## src/rtl/ccc_pkg.sv

```systemverilog
// Shared types, defaults and helpers for the CCC lock sequencer.
package ccc_pkg;

    // Sequencer states: wait for lock, qualify it, run, hold reset after a loss.
    typedef enum logic [1:0] {
        S_WAIT = 2'd0,
        S_QUAL = 2'd1,
        S_RUN  = 2'd2,
        S_HOLD = 2'd3
    } ccc_state_e;

    localparam int unsigned DefSyncStages   = 2;
    localparam int unsigned DefQualCycles   = 1024;
    localparam int unsigned DefHoldCycles   = 16;
    localparam int unsigned DefCntW         = 16;
    localparam int unsigned DefTimeoutCycles = 65535;

    // Increment that sticks at max_val instead of wrapping.
    function automatic logic [31:0] sat_inc(input logic [31:0] val, input logic [31:0] max_val);
        return (val >= max_val) ? max_val : val + 32'd1;
    endfunction

endpackage

```

## src/rtl/ccc_sync_bit.sv

```systemverilog
// Multi-flop synchronizer for one asynchronous level; flops clear to 0 on reset.
module ccc_sync_bit
    import ccc_pkg::*;
#(
    parameter int unsigned SYNC_STAGES = DefSyncStages
) (
    input  logic clk_i,
    input  logic rst_ni,
    input  logic d_i,
    output logic q_o
);

    logic [SYNC_STAGES-1:0] sync_q;

    // Shift the asynchronous input through the synchronizer chain.
    always_ff @(posedge clk_i or negedge rst_ni) begin
        if (!rst_ni) begin
            sync_q <= '0;
        end else begin
            sync_q <= {sync_q[SYNC_STAGES-2:0], d_i};
        end
    end

    assign q_o = sync_q[SYNC_STAGES-1];

endmodule

```

## src/rtl/ccc_lock_sequencer.sv

```systemverilog
// Qualifies the CCC lock indications into a glitch-free fabric reset and lock status.
// Optional acquisition timeout flag enabled by defining CCC_LOCK_TIMEOUT_EN.
module ccc_lock_sequencer
    import ccc_pkg::*;
#(
    parameter int unsigned SYNC_STAGES    = DefSyncStages,
    parameter int unsigned QUAL_CYCLES    = DefQualCycles,
    parameter int unsigned HOLD_CYCLES    = DefHoldCycles,
    parameter int unsigned CNT_W          = DefCntW,
    parameter int unsigned TIMEOUT_CYCLES = DefTimeoutCycles
) (
    input  logic             FAB_CLK,
    input  logic             M2F_RESET_N,
    input  logic             FAB_LOCK,
    input  logic             MSS_LOCK,
    input  logic             clr_stats,
    output logic             fab_rst_n,
    output logic             lock_stable,
    output logic [CNT_W-1:0] lock_loss_cnt,
    output logic             lock_timeout
);

    localparam int unsigned QualW = (QUAL_CYCLES > 1) ? $clog2(QUAL_CYCLES) : 1;
    localparam int unsigned HoldW = (HOLD_CYCLES > 1) ? $clog2(HOLD_CYCLES) : 1;
    localparam logic [QualW-1:0] QualLast = QualW'(QUAL_CYCLES - 1);
    localparam logic [HoldW-1:0] HoldLast = HoldW'(HOLD_CYCLES - 1);
    localparam logic [31:0] CntMax = (CNT_W >= 32) ? 32'hFFFF_FFFF : ((32'd1 << CNT_W) - 32'd1);

    // Reject parameter values the counters and synchronizers cannot represent.
    if (SYNC_STAGES < 2) begin : gen_bad_sync
        $error("SYNC_STAGES must be at least 2");
    end
    if (QUAL_CYCLES < 1 || HOLD_CYCLES < 1 || TIMEOUT_CYCLES < 1) begin : gen_bad_cycles
        $error("QUAL_CYCLES, HOLD_CYCLES and TIMEOUT_CYCLES must be at least 1");
    end
    if (CNT_W < 1 || CNT_W > 32) begin : gen_bad_cnt
        $error("CNT_W must be in 1..32");
    end

    logic fab_lock_s, mss_lock_s, lock_s;

    ccc_sync_bit #(
        .SYNC_STAGES (SYNC_STAGES)
    ) u_sync_fab (
        .clk_i  (FAB_CLK),
        .rst_ni (M2F_RESET_N),
        .d_i    (FAB_LOCK),
        .q_o    (fab_lock_s)
    );

    ccc_sync_bit #(
        .SYNC_STAGES (SYNC_STAGES)
    ) u_sync_mss (
        .clk_i  (FAB_CLK),
        .rst_ni (M2F_RESET_N),
        .d_i    (MSS_LOCK),
        .q_o    (mss_lock_s)
    );

    assign lock_s = fab_lock_s & mss_lock_s;

    ccc_state_e       state_q, state_d;
    logic [QualW-1:0] qual_cnt_q, qual_cnt_d;
    logic [HoldW-1:0] hold_cnt_q, hold_cnt_d;
    logic [CNT_W-1:0] loss_cnt_q, loss_cnt_d;
    logic             loss_evt;
    logic             rst_out_q, stable_q;

    // Next-state logic: qualify lock, run, and hold reset for a minimum time after a loss.
    always_comb begin
        state_d    = state_q;
        qual_cnt_d = qual_cnt_q;
        hold_cnt_d = hold_cnt_q;
        loss_evt   = 1'b0;
        unique case (state_q)
            S_WAIT: begin
                qual_cnt_d = '0;
                if (lock_s) begin
                    state_d = S_QUAL;
                end
            end
            S_QUAL: begin
                if (!lock_s) begin
                    // Any glitch restarts qualification from scratch.
                    state_d    = S_WAIT;
                    qual_cnt_d = '0;
                end else if (qual_cnt_q == QualLast) begin
                    state_d    = S_RUN;
                    qual_cnt_d = '0;
                end else begin
                    qual_cnt_d = qual_cnt_q + QualW'(1);
                end
            end
            S_RUN: begin
                if (!lock_s) begin
                    state_d    = S_HOLD;
                    hold_cnt_d = '0;
                    loss_evt   = 1'b1;
                end
            end
            S_HOLD: begin
                // Lock is ignored here so a bouncing PLL cannot shorten the hold.
                if (hold_cnt_q == HoldLast) begin
                    state_d    = S_WAIT;
                    hold_cnt_d = '0;
                end else begin
                    hold_cnt_d = hold_cnt_q + HoldW'(1);
                end
            end
            default: begin
                state_d = S_WAIT;
            end
        endcase
    end

    // Loss counter: a loss event wins over a coincident clear and leaves a count of one.
    always_comb begin
        loss_cnt_d = loss_cnt_q;
        if (loss_evt) begin
            loss_cnt_d = clr_stats ? CNT_W'(1) : CNT_W'(sat_inc(32'(loss_cnt_q), CntMax));
        end else if (clr_stats) begin
            loss_cnt_d = '0;
        end
    end

    // State, counters and registered outputs; outputs track the next state.
    always_ff @(posedge FAB_CLK or negedge M2F_RESET_N) begin
        if (!M2F_RESET_N) begin
            state_q    <= S_WAIT;
            qual_cnt_q <= '0;
            hold_cnt_q <= '0;
            loss_cnt_q <= '0;
            rst_out_q  <= 1'b0;
            stable_q   <= 1'b0;
        end else begin
            state_q    <= state_d;
            qual_cnt_q <= qual_cnt_d;
            hold_cnt_q <= hold_cnt_d;
            loss_cnt_q <= loss_cnt_d;
            rst_out_q  <= (state_d == S_RUN);
            stable_q   <= (state_d == S_RUN);
        end
    end

    assign fab_rst_n     = rst_out_q;
    assign lock_stable   = stable_q;
    assign lock_loss_cnt = loss_cnt_q;

`ifdef CCC_LOCK_TIMEOUT_EN
    localparam int unsigned TmoW = $clog2(TIMEOUT_CYCLES + 1);
    localparam logic [TmoW-1:0] TmoLast = TmoW'(TIMEOUT_CYCLES);

    logic [TmoW-1:0] tmo_cnt_q, tmo_cnt_d;
    logic            tmo_flag_q, tmo_flag_d;

    // Timeout runs while acquiring, saturates, and is cleared only by entering RUN.
    always_comb begin
        tmo_cnt_d  = tmo_cnt_q;
        tmo_flag_d = tmo_flag_q;
        if (state_d == S_RUN) begin
            tmo_cnt_d  = '0;
            tmo_flag_d = 1'b0;
        end else if (state_q == S_WAIT || state_q == S_QUAL) begin
            if (tmo_cnt_q != TmoLast) begin
                tmo_cnt_d = tmo_cnt_q + TmoW'(1);
            end
            if (tmo_cnt_d == TmoLast) begin
                tmo_flag_d = 1'b1;
            end
        end
    end

    // Timeout counter and sticky flag registers.
    always_ff @(posedge FAB_CLK or negedge M2F_RESET_N) begin
        if (!M2F_RESET_N) begin
            tmo_cnt_q  <= '0;
            tmo_flag_q <= 1'b0;
        end else begin
            tmo_cnt_q  <= tmo_cnt_d;
            tmo_flag_q <= tmo_flag_d;
        end
    end

    assign lock_timeout = tmo_flag_q;
`else
    assign lock_timeout = 1'b0;
`endif

endmodule

```

## config.mk

```make
export PLATFORM = sky130hd
export DESIGN_NAME = ccc_lock_sequencer
export DESIGN_NICKNAME = d
export VERILOG_FILES = /design/src/rtl/ccc_pkg.sv /design/src/rtl/ccc_sync_bit.sv /design/src/rtl/ccc_lock_sequencer.sv
export SDC_FILE = /design/constraint.sdc
export NUM_CORES = 1
export LEC_CHECK = 0
export CORE_MARGIN = 4
export CORE_UTILIZATION = 50
export DETAILED_ROUTE_END_ITERATION = 16
export DONT_BUFFER_PORTS = 1
export MAX_ROUTING_LAYER = met4
export PLACE_DENSITY = 0.7
export SYNTH_ARGS = -nofsm -noshare
export SYNTH_HDL_FRONTEND = slang
export SYNTH_HIERARCHICAL = 1
export SYNTH_SLANG_ARGS = --single-unit
```

## constraint.sdc

```tcl
create_clock -name FAB_CLK -period 2.6 [get_ports FAB_CLK]
set_clock_uncertainty 0.2 [all_clocks]
set_input_delay 0.65 -clock FAB_CLK [delete_from_list [all_inputs] [get_ports FAB_CLK]]
set_output_delay 0.65 -clock FAB_CLK [all_outputs]
set_load 0.03 [all_outputs]
```

==> results of run 1 <==
area by class of cell:
cell class | count | area (um2) | share of cell area [%]
timing repair buffer | 12 | 105 | 4.94
clock inverter | 1 | 30.0 | 1.41
sequential | 37 | 926 | 43.5
clock buffer | 7 | 86.3 | 4.06
multi-input combinational | 141 | 905 | 42.5
inverter | 4 | 15.0 | 0.706
tap | 48 | 60.1 | 2.82
layer usage:
metal	up-vias	track usage (%)	routed length [um]
li1	740	-	-
met1	744	21.8	1690
met2	45	28.9	1950
met3	7	5.94	231
met4	0	7.16	51
met5	-	-	0
cell usage in the layout (no fill, tap or decap), types with 7 or more instances in the layout:
cell,synthesis,layout
nand2_1,16,16
a21oi_1,12,12
nor3_1,8,8
o21ai_0,13,13
nand3_1,7,7
nand4_1,7,7
buf_4,2,10
a311oi_1,8,8
dfrtp_1,37,37
nor2_1,16,16
flip-flops by register name (all words and copies together) (netlist names):
signal,count
state_q,2
u_sync_mss/sync_q,2
lock_loss_cnt,16
lock_stable,1
hold_cnt_q,4
u_sync_fab/sync_q,2
qual_cnt_q,10
worst max-delay path, stage by stage (launching register included):
cell	delay, ns
dfrtp_1	0.57
nand4_1	0.33
nor4_4	0.52
a311oi_1	0.10
nor4_1	0.33
logic make-up (layout without fill, tap and decap cells):
family	after synthesis	in the layout	synth area share [%]
and+or+nand+nor	80	80	25.2
other	1	1	0.198
buffers and inverters	12	24	3.11
adders and majority gates	3	3	1.99
xor gates and xnor gates	3	3	1.39
DFF	37	37	49.0
AOI/OAI and AO/OA	54	54	19.1
report_power, final:
part / total (uW) / internal, uW / switching [uW] / leakage (uW)
Combinational: 25.6 / 7.35 / 18.3 / 0.000315
Sequential: 584 / 580 / 4.15 / 0.000507
Clock: 511 / 313 / 199 / 0.0000585
worst paths after layout:
path                                         to  slack, ns  cells past startpoint
max in group asynchronous         hold_cnt_q[1]       1.39                      2
min in group asynchronous     lock_loss_cnt[11]       0.62                      2
max reg2reg                    lock_loss_cnt[7]       0.44                      4
max                            lock_loss_cnt[7]       0.44                      4
min                        u_sync_fab/sync_q[1]       0.16                      0
min reg2reg                u_sync_fab/sync_q[1]       0.16                      0
stage by stage:
| stage | power, uW | utilization [%] | instances | cell area, um2 | hold slack, ns |
|---|---|---|---|---|---|
| 2_1_floorplan | 609 | - | 190 | 1890 | 0.131 |
| 6_report | 1120 | 58.1 | 250 | 2130 | 0.157 |
| 4_1_cts | 1130 | 58.1 | 250 | 2130 | 0.158 |
| 3_5_place_dp | 605 | 54.1 | 240 | 1980 | 0.142 |
| 5_1_grt | 1170 | 58.1 | 250 | 2130 | 0.165 |
| 3_3_place_gp | 605 | 54.1 | 240 | 1980 | 0.139 |
==> flow_metrics.env, run 1 <==
export IMPL_outcome="completed"
export IMPL_coreArea_um2=3660
export IMPL_required_ns=2.58
export IMPL_min_from="u_sync_fab/sync_q[0]"
export IMPL_post_drt_wl_per_cell_um=15.7
export IMPL_fp_dieArea_um2=4830
export IMPL_crit_start="lock_loss_cnt[14]"
export IMPL_grt_pass1_vias=1511
export IMPL_gr_total_overflow=0
export IMPL_worst_setup_path_end_kind="flop"
export IMPL_die_w_um=69.5
export IMPL_grt_pass1_wl_mm=7.00
export IMPL_crit_type="reg2reg"
export IMPL_cts_root_buffer="clkbuf_8"
export IMPL_cts_setup_buffers=0
export IMPL_place_congestion=0.826
export IMPL_max_vdd_ir_drop_mv=0.365
export IMPL_first_pass_iters=5
export IMPL_grt_max_degree=38
export IMPL_hpwl_mm=2.74
export IMPL_worst_pin_slew_ns=0.529
export IMPL_synthTopCellsByCount="37 x dfrtp_1, 16 x nand2_1, 16 x nor2_1, 13 x o21ai_0, 12 x a21oi_1"
export IMPL_setup_viol=0
export IMPL_synth_area_leaders="dfrtp_1 49%, a311oi_1 3.7%, o21ai_0 3.4%"
export IMPL_start_util_pct=51.6
export IMPL_yosysWarnings=6
export IMPL_die_h_um=69.5
export IMPL_cts_sinks=37
export IMPL_cap_violations=0
export IMPL_relSlewSlack_pct=64.4
export IMPL_fillers=322
export IMPL_hp_class="reg2reg"
export IMPL_start_kind="flop"
export IMPL_rsz0062_at_grt="no"
export IMPL_clock_path_buffers=2
export IMPL_critPathArrivalTime_ns=2.14
export IMPL_clock_latency_ns=0.29
export IMPL_nets=209
export IMPL_synth_cell_types=45
export IMPL_leakagePower_uw=0.000880
export IMPL_cts_tree="done"
export IMPL_layout_drive_gt1_share_pct=15.3
export IMPL_ioPinCount=24
export IMPL_setup_slack_ns=0.439
export IMPL_syn2layout_area_growth_pct=12.6
export IMPL_antenna_found_initial=0
export IMPL_synth_edf_count=0
export IMPL_drtIter0Drc=105
export IMPL_power_density_nw_per_um2=527
export IMPL_critPathMaxFanout=7
export IMPL_post_place_ws_ns=0.452
export IMPL_synth_top_cell_area_share_pct=49.0
export IMPL_r2r_start="lock_loss_cnt[14]"
export IMPL_hold_viol=0
export IMPL_antenna_left=0
export IMPL_drt_total_wl_mm=3.93
export IMPL_antenna_cells=0
export IMPL_hold_buffers=2
export IMPL_async_flop_share_pct=100
export IMPL_htreeDepth=2
export IMPL_syn_area_um2=1890
export IMPL_synthFlopType="dfrtp_1"
export IMPL_postSynthCellCount=190
export IMPL_fmax_mhz=463
export IMPL_viasPerCell=6.14
export IMPL_slew_violations=0
export IMPL_timing_final_crit_share_pct=83.1
export IMPL_cts_buffers=5
export IMPL_syn_nets=198
export IMPL_route_vias_total=1536
export IMPL_drc=0
export IMPL_ys_seq_area_share_pct=49.0
export IMPL_cts_resized_gates=0
export IMPL_track_usage_pct=18.3
export IMPL_ys_ff_latch=37
export IMPL_yosys_area_top_type="dfrtp_1"
export IMPL_period_needed_ns=2.16
export IMPL_clkSlewWorstSetupHoldPaths_ns=0.07
export IMPL_syn_mean_instance_area_um2=9.94
export IMPL_fp_row_count=22
export IMPL_yosysMostFrequentCell="dfrtp_1"
export IMPL_numPortBuffers=0
export IMPL_finalSetupTns_ns=0
Power figures use the tool's default switching activity.
==> inputs of run 2 (changes only) <==
==> constraint.sdc (replaced) <==
create_clock -name FAB_CLK -period 2.05 [get_ports FAB_CLK]
set_clock_uncertainty 0.2 [all_clocks]
set_input_delay 0.5125 -clock FAB_CLK [delete_from_list [all_inputs] [get_ports FAB_CLK]]
set_output_delay 0.5125 -clock FAB_CLK [all_outputs]
set_load 0.03 [all_outputs]
==> run 2 against run 1 <==
  * Register-to-register slack lost 0.34 ns
  * Worst hold slack lost 0.096 ns
  * Final cell count grew 4.0%
  * Worst setup slack lost 0.34 ns
  * Sequential share of layout area shrank 1.1 points
  * Largest power group unchanged
  * First-iteration DRC count shrank 8.6%
  * Global-route usage shrank 0.64 points
  * Wire length shrank 0.10%
  * Highest routed layer unchanged
  * Via count grew 1.7%
  * Cell area grew 2.6%
  * Core utilization grew 1.5 points
  * Critical path type unchanged
==> flow_metrics.env, run 2 (synthesized netlist as in run 1, its figures left out) <==
export IMPL_outcome="completed"
export IMPL_die_h_um=69.5
export IMPL_fillers=306
export IMPL_r2r_cells=6
export IMPL_numPortBuffers=0
export IMPL_critPathMaxFanout=6
export IMPL_clkSlewWorstSetupHoldPaths_ns=0.07
export IMPL_worst_setup_path_end_kind="flop"
export IMPL_track_usage_pct=17.7
export IMPL_dp_cells=249
export IMPL_syn2layout_area_growth_pct=15.6
export IMPL_crit_type="reg2reg"
export IMPL_grt_max_degree=38
export IMPL_ioPinCount=24
export IMPL_cts_sinks=37
export IMPL_min_to="u_sync_fab/sync_q[0]"
export IMPL_setup_slack_ns=0.103
export IMPL_slew_violations=0
export IMPL_htreeDepth=2
export IMPL_post_drt_wl_per_cell_um=15.1
export IMPL_antenna_cells=0
export IMPL_rrSetupSlack_ns=0.10
export IMPL_hp_class="in2reg"
export IMPL_nets=219
export IMPL_finalSetupTns_ns=0
export IMPL_antenna_found_initial=0
export IMPL_largest_reg_flops=16
export IMPL_cts_root_buffer="clkbuf_8"
export IMPL_gr_total_overflow=0
export IMPL_worst_pin_slew_ns=0.522
export IMPL_fmax_mhz=514
export IMPL_die_w_um=69.5
export IMPL_stdcell_count=260
export IMPL_required_ns=2.05
export IMPL_rsz0062_at_grt="yes"
export IMPL_clock_latency_ns=0.28
export IMPL_first_pass_iters=4
export IMPL_cts_tree="done"
export IMPL_critPathArrivalTime_ns=1.94
export IMPL_fp_dieArea_um2=4830
export IMPL_cap_violations=0
export IMPL_post_place_ws_ns=0.122
export IMPL_crit_start="lock_loss_cnt[0]"
export IMPL_min_path_cells=0
export IMPL_relSlewSlack_pct=64.8
export IMPL_r2r_start="lock_loss_cnt[0]"
export IMPL_layout_drive_gt1_share_pct=19.3
export IMPL_final_cell_mix="36 x dfrtp_1, 20 x buf_4, 16 x nand2_1, 16 x nor2_1, 13 x o21ai_0"
export IMPL_grt_pass1_vias=1438
export IMPL_drtIter0Drc=96
export IMPL_fin_area_um2=2180
export IMPL_viasPerCell=6.01
export IMPL_place_congestion=0.842
export IMPL_coreArea_um2=3660
export IMPL_leakagePower_uw=0.000917
export IMPL_placed_area_um2=2050
export IMPL_power_density_nw_per_um2=570
export IMPL_hold_viol=0
export IMPL_antenna_left=0
export IMPL_hpwl_mm=2.84
export IMPL_period_needed_ns=1.95
export IMPL_start_kind="flop"
export IMPL_drt_total_wl_mm=3.93
export IMPL_setup_viol=0
export IMPL_timing_final_crit_share_pct=95.0
export IMPL_final_common_cell="dfrtp_1"
export IMPL_min_from="FAB_LOCK"
export IMPL_cts_buffers=5
export IMPL_clock_path_buffers=2
export IMPL_start_util_pct=51.6
export IMPL_max_vdd_ir_drop_mv=0.484
export IMPL_fp_row_count=22
export IMPL_drc=0
export IMPL_r2r_end="lock_loss_cnt[5]"
export IMPL_final_util_pct=59.6
export IMPL_grt_pass1_wl_mm=6.79
export IMPL_route_vias_total=1562
run 2: cell types whose count changed in the layout (fill, tap and decap cells not counted), sizes merged:
| cell | change |
|---|---|
| buf | +10 |
| bufinv | -1 |
| clkbuf | +1 |
run 2: per-layer routing:
metal | up-vias | part of all wire (%) | routed length [um] | GRT usage (%)
li1 | 760 | - | - | -
met1 | 755 | 46 | 1800 | 23.9
met2 | 42 | 47 | 1860 | 25.3
met3 | 5 | 5.6 | 218 | 4.64
met4 | 0 | 1.2 | 48 | 7.38
met5 | - | 0 | 0 | -
run 2: worst max-delay path by stage:
stage                       endpoint  slack (ns)
detailed placement  lock_loss_cnt[5]        0.12
global placement    lock_loss_cnt[6]        0.17
finish              lock_loss_cnt[5]        0.10
floorplan           lock_loss_cnt[5]      -0.007
global route        lock_loss_cnt[5]       -0.05
CTS                 lock_loss_cnt[5]        0.12
run 2: layout make-up:
type                            instances  area, um2  area share, %
Clock buffer                            8       80.1           3.67
Inverter                                4       15.0          0.688
Multi-Input combinational cell        141        921           42.2
Sequential cell                        37        927           42.5
Tap cell                               48       60.1           2.75
Timing Repair Buffer                   22        180           8.25
run 2: per-stage QoR:
stage	power [uW]	hold WS [ns]
2_1_floorplan	772	0.0169
3_3_place_gp	768	0.0185
3_5_place_dp	768	0.0185
4_1_cts	1260	0.0513
5_1_grt	1300	0.0349
6_report	1250	0.0609
run 2: power breakdown:
| group | internal [uW] | total, uW | switching, uW | leakage [uW] |
|---|---|---|---|---|
| registers | 736 | 741 | 5.07 | 0.000505 |
| logic | 9.98 | 33.9 | 23.9 | 0.000373 |
| clock network | 241 | 471 | 230 | 0.0000395 |
run 2: critical path: stages, from the launching register on:
cell	delay [ns]
dfrtp_2	0.36
ha_2	0.23
nand4_4	0.18
nor4_4	0.35
buf_4	0.20
o21ai_0	0.13
a221oi_2	0.23
run 2: repair_timing:
action	in CTS	in global routing
hold buffers	2	0
hold endpoints to repair	37	0
buffers inserted	0	1
endpoints found under the setup margin	0	10
gates resized for setup	0	3
==> inputs of run 3 (changes only) <==
--- a/config.mk
+++ b/config.mk
@@ -6,11 +6,11 @@
 export NUM_CORES = 1
 export LEC_CHECK = 0
 export CORE_MARGIN = 4
-export CORE_UTILIZATION = 50
+export CORE_UTILIZATION = 62
 export DETAILED_ROUTE_END_ITERATION = 16
 export DONT_BUFFER_PORTS = 1
 export MAX_ROUTING_LAYER = met4
-export PLACE_DENSITY = 0.7
+export PLACE_DENSITY = 0.83
 export SYNTH_ARGS = -nofsm -noshare
 export SYNTH_HDL_FRONTEND = slang
 export SYNTH_HIERARCHICAL = 1
==> constraint.sdc (replaced) <==
create_clock -name FAB_CLK -period 1.9 [get_ports FAB_CLK]
set_clock_uncertainty 0.2 [all_clocks]
set_input_delay 0.475 -clock FAB_CLK [delete_from_list [all_inputs] [get_ports FAB_CLK]]
set_output_delay 0.475 -clock FAB_CLK [all_outputs]
set_load 0.03 [all_outputs]
==> run 3 against run 2 <==
  * Die area down 17%
  * Global-route usage grew 9.3 points
  * Sequential share of layout area down 3.3 points
  * Combinational power increased by 65%
  * Final cell count increased by 0.38%
  * Total power grew 24%
  * Clock power rose by 47%
  * Register-to-register slack lost 0.08 ns
==> flow_metrics.env, run 3 (synthesized netlist as in run 1, its figures left out) <==
export IMPL_crit_chain="ha_2 > and4_1 > buf_4 > a21oi_1 > o21ai_0 > o21ai_0"
export IMPL_drc=0
export IMPL_cap_violations=0
export IMPL_critPathArrivalTime_ns=1.90
export IMPL_multiInputGateArea_um2=963
export IMPL_start_util_pct=66.8
export IMPL_first_pass_iters=5
export IMPL_htreeDepth=2
export IMPL_track_usage_pct=27.0
export IMPL_syn2layout_area_growth_pct=25.9
export IMPL_setup_viol=0
export IMPL_relSlewSlack_pct=60.2
export IMPL_cts_buffers=5
export IMPL_worst_path_max_delay_cell="dfrtp_1"
export IMPL_layout_drive_gt1_share_pct=30.0
export IMPL_leakagePower_uw=0.00102
export IMPL_nets=237
export IMPL_min_from="clr_stats"
export IMPL_post_drt_wl_per_cell_um=20.6
export IMPL_gr_total_overflow=0
export IMPL_die_w_um=63.2
export IMPL_slowest_delay_ns=0.43
export IMPL_worst_pin_slew_ns=0.595
export IMPL_route_vias_total=1824
export IMPL_hold_viol=0
export IMPL_grt_max_degree=38
export IMPL_viasPerCell=6.99
export IMPL_fp_row_count=19
export IMPL_clock_latency_ns=0.37
export IMPL_timing_final_crit_share_pct=98.7
export IMPL_fmax_mhz=533
export IMPL_stdcell_count=261
export IMPL_final_cell_mix="34 x buf_4, 32 x dfrtp_1, 16 x nand2_1, 16 x nor2_1, 12 x o21ai_0"
export IMPL_place_congestion=0.939
export IMPL_required_ns=1.92
export IMPL_clock_path_buffers=2
export IMPL_outcome="completed"
export IMPL_antenna_left=0
export IMPL_period_needed_ns=1.88
export IMPL_critPathMaxFanout=5
export IMPL_crit_type="reg2reg"
export IMPL_path_common_cell="o21ai_0"
export IMPL_coreArea_um2=2830
export IMPL_setup_slack_ns=0.0249
export IMPL_ioPinCount=24
export IMPL_power_density_nw_per_um2=649
export IMPL_hpwl_mm=3.26
export IMPL_slew_violations=0
export IMPL_largest_reg_flops=16
export IMPL_clkSlewWorstSetupHoldPaths_ns=0.11
export IMPL_fillers=152
export IMPL_final_util_pct=84.1
export IMPL_grt_pass1_wl_mm=8.24
export IMPL_fp_dieArea_um2=3990
export IMPL_power_total_uw=1540
export IMPL_cts_tree="done"
export IMPL_crit_start="qual_cnt_q[0]"
export IMPL_hp_class="in2reg"
export IMPL_min_to="lock_loss_cnt[0]"
export IMPL_final_common_cell="buf_4"
export IMPL_cts_root_buffer="clkbuf_4"
export IMPL_dp_cells=240
export IMPL_rrSetupSlack_ns=0.02
export IMPL_worst_setup_path_end_kind="flop"
export IMPL_drt_total_wl_mm=5.39
export IMPL_die_h_um=63.2
export IMPL_drtIter0Drc=167
export IMPL_r2r_end="qual_cnt_q[8]"
export IMPL_cts_sinks=37
export IMPL_antenna_cells=0
export IMPL_antenna_found_initial=0
export IMPL_post_place_ws_ns=-0.0190
export IMPL_min_path_cells=2
export IMPL_regArea_um2=932
export IMPL_max_vdd_ir_drop_mv=0.722
export IMPL_numPortBuffers=0
export IMPL_r2r_start="qual_cnt_q[0]"
export IMPL_start_kind="flop"
export IMPL_r2r_cells=6
export IMPL_grt_pass1_vias=1709
-- run 3: worst max path at each step --
stage / to / slack [ns] / cells past startpoint
global placement: lock_loss_cnt[8] / 0.07 / 5
detailed placement: lock_loss_cnt[2] / -0.02 / 5
finish: qual_cnt_q[8] / 0.02 / 6
global route: qual_cnt_q[8] / -0.06 / 6
CTS: qual_cnt_q[6] / 0.05 / 5
floorplan: lock_loss_cnt[8] / -0.07 / 5
-- run 3: timing repair --
action                                  CTS  global route
setup buffers                             3             5
hold buffers                              5             0
gates resized for setup                   0             9
pin swaps                                 1             2
hold endpoints to repair                 54             0
endpoints found under the setup margin    2            16
-- run 3: critical path: cells and delay by family, from the launching register on --
kind	cells	cell delay [ns]
AND/OR/NAND/NOR	1	0.27
buffers and inverters	1	0.16
adder cells (fa/ha/maj)	1	0.24
flip-flops	1	0.43
AO/OA/AOI/OAI	3	0.44
-- run 3: cell type report --
type	count	share of cell area, %
clock inverters	3	2.74
inverters	4	0.631
well taps	31	1.63
repair buffers	40	13.7
flip-flops and latches	37	39.2
multi-input cells	141	40.5
clock buffers	5	1.58
-- run 3: through the flow --
stage | hold slack (ns) | instance area [um2] | TNS [ns]
floorplan | -0.0206 | 1920 | -0.249
global placement | -0.0196 | 2110 | 0
detailed placement | -0.0197 | 2110 | -0.0190
CTS | 0.0808 | 2300 | 0
global route | 0.100 | 2380 | -0.216
finish | 0.0744 | 2380 | 0
-- run 3: power by group --
part	switching [uW]	internal, uW
clock network	285	407
logic	37.3	18.4
registers	3.66	793
-- run 3: layer usage --
layer	global-route usage, %	wire length [um]	vias up
met4	14.6	242	0
met3	6.93	494	29
li1	-	-	801
met1	32.3	1980	864
met2	42.0	2670	130
met5	-	0	-
